--- config.mk ---
export PLATFORM = sky130hd
export DESIGN_NAME = uart_recv
export DESIGN_NICKNAME = d
export VERILOG_FILES = /design/src/rtl/uart_defs.sv /design/src/rtl/uart_baud_tick.sv /design/src/rtl/uart_recv.sv
export SDC_FILE = /design/constraint.sdc
export NUM_CORES = 1
export LEC_CHECK = 0
export BUFFER_PORTS_ARGS = -buffer_cell sky130_fd_sc_hd__buf_2
export CORE_ASPECT_RATIO = 0.5
export CORE_MARGIN = 2
export CORE_UTILIZATION = 40
export CTS_CLUSTER_DIAMETER = 30
export DETAILED_ROUTE_END_ITERATION = 6
export PLACE_DENSITY = 0.68
export SLEW_MARGIN = 40
export SYNTH_ARGS = -nofsm -noshare
export SYNTH_HDL_FRONTEND = slang
export SYNTH_SLANG_ARGS = --single-unit
--- constraint.sdc ---
create_clock -name clk -period 2.2 [get_ports clk]
set_input_delay 0 -clock clk [delete_from_list [all_inputs] [get_ports clk]]
set_output_delay 0 -clock clk [all_outputs]
set_load 0.02 [all_outputs]
--- src/rtl/uart_defs.sv ---
// ============================================================================
// uart_defs : shared UART state encodings and 9600-baud timebase constants
// Rev 1.0
// ============================================================================
`default_nettype none

package uart_defs;

    typedef enum logic [1:0] {
        IDLE  = 2'b00,
        START = 2'b01,
        DATA  = 2'b10,
        STOP  = 2'b11
    } uart_state_t;

    // 100 MHz / 9600 baud = 10417 clocks per bit
    localparam int unsigned c_baud_cnt_max = 10416;
    localparam int unsigned c_half_cnt     = 5208;
    localparam int unsigned c_baud_cnt_w   = 15;

endpackage

`default_nettype wire

--- src/rtl/uart_baud_tick.sv ---
// ============================================================================
// uart_baud_tick : bit-period counter with mid-bit and end-of-bit strobes
// Rev 1.0
// ============================================================================
`default_nettype none

module uart_baud_tick
    import uart_defs::*;
#(
    parameter int unsigned BAUD_CNT_MAX = c_baud_cnt_max,
    parameter int unsigned HALF_CNT     = c_half_cnt
) (
    input  logic clk,
    input  logic rst,
    input  logic clear,
    input  logic enable,
    output logic mid_tick,
    output logic end_tick
);

    localparam logic [c_baud_cnt_w-1:0] c_end = c_baud_cnt_w'(BAUD_CNT_MAX);
    localparam logic [c_baud_cnt_w-1:0] c_mid = c_baud_cnt_w'(HALF_CNT);

    logic [c_baud_cnt_w-1:0] r_baud_cnt;

    always_ff @(posedge clk) begin
        if (!rst || clear) begin
            r_baud_cnt <= '0;
        end else if (enable) begin
            if (r_baud_cnt == c_end) begin
                r_baud_cnt <= '0;
            end else begin
                r_baud_cnt <= r_baud_cnt + 1'b1;
            end
        end
    end

    assign mid_tick = (r_baud_cnt == c_mid);
    assign end_tick = (r_baud_cnt == c_end);

endmodule

`default_nettype wire

--- src/rtl/uart_recv.sv ---
// ============================================================================
// uart_recv : 8N1 LSB-first UART receiver with one-cycle valid/frame_err pulses
// Rev 1.0
// ============================================================================
`default_nettype none

module uart_recv
    import uart_defs::*;
#(
    parameter int unsigned BAUD_CNT_MAX = c_baud_cnt_max,
    parameter int unsigned HALF_CNT     = c_half_cnt
) (
    input  logic       clk,
    input  logic       rst,
    input  logic       din,
    output logic       valid,
    output logic [7:0] data,
    output logic       frame_err,
    output logic       busy
);

    uart_state_t r_state;
    uart_state_t w_state_next;

    logic       r_din_s1;
    logic       r_din_s2;
    logic       r_din_d;
    logic       w_fall;
    logic       w_mid_tick;
    logic       w_end_tick;
    logic       w_cnt_clear;
    logic [2:0] r_bit_cnt;
    logic [7:0] r_shift;
    logic [7:0] r_data;
    logic       r_valid;
    logic       r_frame_err;

    always_ff @(posedge clk) begin
        if (!rst) begin
            r_din_s1 <= 1'b1;
            r_din_s2 <= 1'b1;
            r_din_d  <= 1'b1;
        end else begin
            r_din_s1 <= din;
            r_din_s2 <= r_din_s1;
            r_din_d  <= r_din_s2;
        end
    end

    assign w_fall = r_din_d & ~r_din_s2;

    // Counter is zero whenever the FSM sits in or is about to enter IDLE,
    // so each frame starts counting from zero on the START entry edge.
    assign w_cnt_clear = (r_state == IDLE) || (w_state_next == IDLE);

    uart_baud_tick #(
        .BAUD_CNT_MAX (BAUD_CNT_MAX),
        .HALF_CNT     (HALF_CNT)
    ) u_baud_tick (
        .clk      (clk),
        .rst      (rst),
        .clear    (w_cnt_clear),
        .enable   (1'b1),
        .mid_tick (w_mid_tick),
        .end_tick (w_end_tick)
    );

    always_ff @(posedge clk) begin
        if (!rst) begin
            r_state <= IDLE;
        end else begin
            r_state <= w_state_next;
        end
    end

    always_comb begin
        w_state_next = r_state;
        case (r_state)
            IDLE: begin
                if (w_fall) w_state_next = START;
            end
            START: begin
                if (w_mid_tick && r_din_s2) w_state_next = IDLE;
                else if (w_end_tick)        w_state_next = DATA;
            end
            DATA: begin
                if (w_end_tick && (r_bit_cnt == 3'd7)) w_state_next = STOP;
            end
            STOP: begin
                // Leave at mid stop bit so a back-to-back start edge is caught
                if (w_mid_tick) w_state_next = IDLE;
            end
            default: w_state_next = IDLE;
        endcase
    end

    always_ff @(posedge clk) begin
        if (!rst) begin
            r_bit_cnt   <= 3'd0;
            r_shift     <= 8'h00;
            r_data      <= 8'h00;
            r_valid     <= 1'b0;
            r_frame_err <= 1'b0;
        end else begin
            r_valid     <= 1'b0;
            r_frame_err <= 1'b0;
            case (r_state)
                START: begin
                    if (w_end_tick) r_bit_cnt <= 3'd0;
                end
                DATA: begin
                    if (w_mid_tick) r_shift[r_bit_cnt] <= r_din_s2;
                    if (w_end_tick) r_bit_cnt <= r_bit_cnt + 3'd1;
                end
                STOP: begin
                    if (w_mid_tick) begin
                        if (r_din_s2) begin
                            r_data  <= r_shift;
                            r_valid <= 1'b1;
                        end else begin
                            r_frame_err <= 1'b1;
                        end
                    end
                end
                default: ;
            endcase
        end
    end

    assign valid     = r_valid;
    assign data      = r_data;
    assign frame_err = r_frame_err;
    assign busy      = (r_state != IDLE);

endmodule

`default_nettype wire

==> results of run 1 <==
-- final cells by class --
cell class	instances	area [um2]	share of cell area, %
Timing Repair Buffer	24	180	7.60
Tap cell	70	87.6	3.70
Multi-Input combinational cell	158	1110	47.0
Sequential cell	41	821	34.6
Clock buffer	5	68.8	2.90
Inverter	14	52.6	2.22
Clock inverter	3	46.3	1.95
-- routing by layer --
| layer | vias up | track usage [%] | routed length [um] |
|---|---|---|---|
| met2 | 24 | 27.8 | 1990 |
| met5 | - | 0 | 0 |
| met3 | 10 | 4.40 | 115 |
| met4 | 0 | 8.00 | 82 |
| li1 | 830 | - | - |
| met1 | 785 | 15.8 | 1830 |
-- repair_timing --
action	4_1_cts	5_1_grt
setup buffers	0	0
hold buffers	3	0
pin swaps	0	0
resized for setup	2	2
endpoints found under the hold margin	2	0
endpoints found under the setup margin	8	26
-- synth_stat cells (all sizes together), types with 2 or more instances --
library cell / count
inv: 14
nor3: 4
and4: 2
clkbuf: 5
and3: 3
nand4: 2
o21a: 2
nand3: 14
xor2: 7
or2: 2
ha: 8
xnor2: 6
nor2: 13
nand2: 28
nor4: 3
a21oi: 12
dfxtp: 41
or3: 2
a211oi: 15
buf: 6
mux2i: 8
o41ai: 2
o21ai: 5
or4b: 4
nand3b: 4
nand2b: 3
-- per-stage QoR --
stage | setup WS [ns] | power [mW] | cell area (um2) | TNS, ns
global route | -0.0115 | 1.65 | 2370 | -0.0531
CTS | 0.00596 | 1.60 | 2360 | 0
detailed placement | -0.0375 | 0.984 | 2210 | -0.178
global placement | 0.0304 | 0.980 | 2210 | 0
finish | 0.105 | 1.59 | 2370 | 0
floorplan | 0.105 | 0.911 | 2040 | 0
-- cells by family (layout without fill, tap and decap cells) --
logic type / count (synthesis) / in the layout / synth area share (%)
xor gates and xnor gates: 13 / 13 / 5.59
adders and majority gates: 8 / 8 / 4.91
muxes: 8 / 8 / 3.93
buffers and inverters: 25 / 46 / 5.84
DFF: 41 / 41 / 40.3
and+or+nand+nor: 87 / 87 / 24.1
AOI/OAI and AO/OA: 42 / 42 / 15.4
-- worst max path at each step --
| stage | startpoint | to | slack, ns | cells after the start |
|---|---|---|---|---|
| 6_report | u_baud_tick.r_baud_cnt[1] | u_baud_tick.r_baud_cnt[7] | 0.10 | 8 |
| 5_1_grt | u_baud_tick.r_baud_cnt[1] | u_baud_tick.r_baud_cnt[14] | -0.01 | 8 |
| 4_1_cts | u_baud_tick.r_baud_cnt[1] | u_baud_tick.r_baud_cnt[7] | 0.006 | 8 |
| 3_5_place_dp | u_baud_tick.r_baud_cnt[1] | data[7] | -0.04 | 8 |
| 3_3_place_gp | u_baud_tick.r_baud_cnt[1] | data[0] | 0.03 | 8 |
| 2_1_floorplan | u_baud_tick.r_baud_cnt[0] | u_baud_tick.r_baud_cnt[14] | 0.10 | 8 |
-- report_power, final --
part | total, mW | internal [mW] | switching (mW)
registers | 0.762 | 0.751 | 0.0106
clock network | 0.617 | 0.340 | 0.277
logic | 0.213 | 0.0821 | 0.131
-- sequential cells by signal, summed over array words and instances, names as in the netlist --
register	cells
data	8
frame_err	1
r_bit_cnt	3
r_din_d	1
r_din_s1	1
r_din_s2	1
r_shift	8
r_state	2
u_baud_tick.r_baud_cnt	15
valid	1
-- worst max-delay path, cell delays in order (launching register included) --
cell      delay (ns)
dfxtp_1         0.33
inv_1           0.05
ha_1            0.12
or3b_4          0.43
nor4_4          0.33
o31ai_1         0.18
a32oi_4         0.29
buf_12          0.18
a211oi_1        0.07
==> results.md, run 1 <==
- Status: complete, no violations
- Routed vias/inst: 5.23
- Area contributors post-synth: dfxtp_1 40%, nand2_1 5.2%, ha_1 4.9%
- Start point of the worst hold path: r_din_s1
- CP endpoint kind: flip-flop
- CP Data Required Time: 2.38 ns
- Post-synth EDFFs: 0
- Die Span Y: 54.5 um
- Power Dens Cells: 672 nW/um2
- Largest net degree at the start of global routing: 21
- # port buffers: 13
- Share of layout cells above drive strength 1: 17.6%
- R2r endpoint: u_baud_tick.r_baud_cnt[7]
- WP data arrival: 2.27 ns
- Syn. warnings: 0
- Commonest non-fill, non-tap cells in the layout: 41 x dfxtp_1, 28 x nand2_1, 14 x inv_1
- Max H-tree Level: 2
- Final GP Congestion: 0.816
- Min Hold Slack: 0.425 ns
- # Max-Cap Violations: 0
- Initial antenna violation count: 0
- CTS tree: yes
- Drt wl/cell: 12.7 um
- CTS Buf Count: 5
- Worst reg2reg path depth: 8
- Hold Violations, Final: 0
- Layout Utilization: 48.3%
- Die Span X: 105 um
- Slew Limit Fails: 0
- Mapped Cells: 224
- Clk root buf: clkbuf_8
- Period utilization: 95.2%
- Clock Latency Late Sink: 0.30 ns
- Drt drc: 0
- Post-synthesis register bit count: 41
- Number of global-route vias before repair: 1,450
- CP Class: flip-flop to flip-flop
- Via Count: 1,649
- Synth area leader: dfxtp_1
- Full die area: 5710 um2
- CP startpoint kind: flip-flop
- Antenna Nets Post-Route: 0
- Most common cell after layout, fill and taps aside: dfxtp_1
- Syn Area/Cell: 9.09 um2
- Total length of routed wires: 4.02 mm
- RSZ-0062 raised after global routing: yes
- Core ar.: 4910 um2
- Main synth FF type: dfxtp_1
- F_max: 0.477 GHz
- CTS Buffer Depth: 2
- Final #Nets: 255
- Ant. Diodes: 0
- Worst-margin pin slew: 0.575 ns
- # rows: 18
- Worst hold-check path type: flip-flop to flip-flop
- Sink Count: 41
- DP Wirelength: 2.81 mm
- Worst hold endpoint: r_din_s2
- Synth unique cells: 41
- Grt ovf: 0
- R2R Path Start: u_baud_tick.r_baud_cnt[1]
- I/O Pins: 14
- Post-route non-filler standard cell count: 315
- Drt first-iter violations: 62
- Router iterations before antenna repair: 4
- Sequential-to-total area share from yosys stat: 40.3%
- Yosys top cell area share: 40.3%
- Worst vdd ir: 288 uV
- Initial Util: 41.5%
- Pleak: 0.896 nW
- Post-layout minimum cycle time: 2.10 ns
- WHS Path Cells: 1
- Area grow syn2layout: 16.3%
- # placed instances: 304
- Reg2Reg Setup Slack: 0.10 ns
- Syn nets: 235
- Gr usage total: 14.8%
- Worst-path fanout max: 16
- Fill count: 471
- First-pass GRT wire length: 6.46 mm
- Clock slew at reported path FFs: 0.09 ns
- Synth Cell Area: 2040 um2
- Ys async rst share: 0%
- Setup violators final: 0
- Relative slew slack: 61.6%
- Final clock skew: 0.0103 ns
Power figures use the tool's default switching activity.
==> run 2: changes to the inputs <==
--- a/config.mk
+++ b/config.mk
@@ -12,6 +12,7 @@
 export CTS_CLUSTER_DIAMETER = 30
 export DETAILED_ROUTE_END_ITERATION = 6
 export PLACE_DENSITY = 0.68
+export REMOVE_ABC_BUFFERS = 1
 export SLEW_MARGIN = 40
 export SYNTH_ARGS = -nofsm -noshare
 export SYNTH_HDL_FRONTEND = slang
==> results.md, run 2 (synthesis gave the netlist of run 1 again) <==
- Drt first-iter violations: 59 (was 62)
- Number of flip-flops in the largest register: 15 (unchanged)
- Power Dens Cells: 641 nW/um2 (was 672 nW/um2)
- Area grow syn2layout: 17.0% (was 16.3%)
- Full die area: 5710 um2 (unchanged)
- Min Hold Slack: 0.449 ns (was 0.425 ns)
- Slew Limit Fails: 0 (unchanged)
- # port buffers: 13 (unchanged)
- Start point of the worst hold path: data[3] (was r_din_s1)
- F_max: 0.475 GHz (was 0.477 GHz)
- Initial antenna violation count: 0 (unchanged)
- Worst Setup SP: u_baud_tick.r_baud_cnt[6] (was u_baud_tick.r_baud_cnt[1])
- Relative slew slack: 61.0% (was 61.6%)
- Drt drc: 0 (unchanged)
- Die Span Y: 54.5 um (unchanged)
- # rows: 18 (unchanged)
- Via Count: 1,664 (was 1,649)
- Drt wl/cell: 13.2 um (was 12.7 um)
- Layout Utilization: 48.5% (was 48.3%)
- Worst-margin pin slew: 0.585 ns (was 0.575 ns)
- Status: complete, no violations (unchanged)
- Largest net degree at the start of global routing: 21 (unchanged)
- Core ar.: 4910 um2 (unchanged)
- CTS Buf Count: 5 (unchanged)
- DP Wirelength: 2.83 mm (was 2.81 mm)
- Worst hold-check path type: flip-flop to flip-flop (unchanged)
- Initial Util: 41.5% (unchanged)
- Worst-path fanout max: 16 (unchanged)
- Number of global-route vias before repair: 1,497 (was 1,450)
- CTS tree: yes (unchanged)
- Total length of routed wires: 4.17 mm (was 4.02 mm)
- Routed vias/inst: 5.28 (was 5.23)
- Commonest non-fill, non-tap cells in the layout: 38 x dfxtp_1, 28 x nand2_1, 14 x inv_1 (was 41 x dfxtp_1, 28 x nand2_1, 14 x inv_1)
- Ant. Diodes: 0 (unchanged)
- Grt ovf: 0 (unchanged)
- WP data arrival: 2.32 ns (was 2.27 ns)
- Max H-tree Level: 2 (unchanged)
- CP Class: flip-flop to flip-flop (unchanged)
- Sink Count: 41 (unchanged)
- R2R Path Start: u_baud_tick.r_baud_cnt[6] (was u_baud_tick.r_baud_cnt[1])
- Gr usage total: 15.1% (was 14.8%)
- Reg with most FFs: u_baud_tick.r_baud_cnt (unchanged)
- Router iterations before antenna repair: 4 (unchanged)
- Final Power: 1.53 mW (was 1.59 mW)
- Final GP Congestion: 0.805 (was 0.816)
- Final clock skew: 0.00505 ns (was 0.0103 ns)
- Worst vdd ir: 216 uV (was 288 uV)
- Antenna Nets Post-Route: 0 (unchanged)
- Post-CTS setup buffers: 0 (unchanged)
- CTS Buffer Depth: 2 (unchanged)
- CP endpoint kind: flip-flop (unchanged)
- I/O Pins: 14 (unchanged)
- Final #Nets: 255 (unchanged)
- First-pass GRT wire length: 6.82 mm (was 6.46 mm)
- Pleak: 0.896 nW (about the same)
- CP Data Required Time: 2.41 ns (was 2.38 ns)
- # Max-Cap Violations: 0 (unchanged)
- Clk root buf: clkbuf_8 (unchanged)
- Clock Latency Late Sink: 0.30 ns (about the same)
- CP startpoint kind: flip-flop (unchanged)
- Period utilization: 95.8% (was 95.2%)
- Clock slew at reported path FFs: 0.08 ns (was 0.09 ns)
- Hold Violations, Final: 0 (unchanged)
- Most common cell after layout, fill and taps aside: dfxtp_1 (unchanged)
- Share of layout cells above drive strength 1: 20.4% (was 17.6%)
- Die Span X: 105 um (unchanged)
- Post-layout minimum cycle time: 2.11 ns (was 2.10 ns)
- Setup violators final: 0 (unchanged)
-- run 2: cell types whose count changed in the layout (fill, tap and decap cells not counted), moves of 2 or more --
cell	previous run	this run
a211oi_1	13	9
a211oi_2	2	6
clkbuf_8	5	7
dfxtp_1	41	38
dfxtp_2	0	3
-- run 2: timing repair --
item,4_1_cts,5_1_grt
endpoints found under the setup margin,8,26
hold buffers,3,0
gates resized for setup,2,11
hold endpoints to repair,2,0
cloned,0,0
pin swaps,0,1
-- run 2: area by class of cell --
| cell class | count | area [um2] |
|---|---|---|
| timing repair buffer | 24 | 180 |
| clock inverter | 1 | 5.00 |
| clock buffer | 7 | 96.3 |
| sequential | 41 | 825 |
| tap | 70 | 87.6 |
| inverter | 14 | 52.6 |
| multi-input combinational | 158 | 1140 |
| fill | 482 | 2530 |
-- run 2: path summary, 6_finish.rpt --
| check | slack [ns] | end | depth (start not counted) |
|---|---|---|---|
| hold / removal | 0.45 | data[3] | 2 |
| hold reg to reg | 0.45 | data[3] | 2 |
| setup reg to reg | 0.09 | u_baud_tick.r_baud_cnt[1] | 6 |
| setup / recovery | 0.09 | u_baud_tick.r_baud_cnt[1] | 6 |
-- run 2: worst max-delay path, cell delays in order, from the launching register on --
cell and delay, ns:
dfxtp_2 0.35, or4b_4 0.57, nor4_4 0.40, or2_4 0.20, a32oi_4 0.12, buf_12 0.19
a211oi_1 0.20
-- run 2: where the power goes --
part           switching, mW  internal, mW  total [mW]
registers             0.0113         0.751       0.762
logic                  0.141        0.0826       0.224
clock network          0.259         0.284       0.543
-- run 2: metal layers --
layer	vias to the layer above	global-route usage, %	share of wire, %
li1	831	-	-
met1	786	18.1	47
met2	35	26.5	47
met3	12	3.57	3.6
met4	0	8.00	2.3
met5	-	0	0
-- run 2: through the flow --
stage	cells	instance area [um2]	setup TNS [ns]	worst slack (ns)
after global routing	315	2380	-0.0305	-0.0179
after detailed placement	304	2210	-0.227	-0.0388
final	315	2380	0	0.0934
after global placement	304	2210	0	0.00868
after CTS	315	2350	0	0.00504
after floorplan	213	1970	-2.60	-0.164
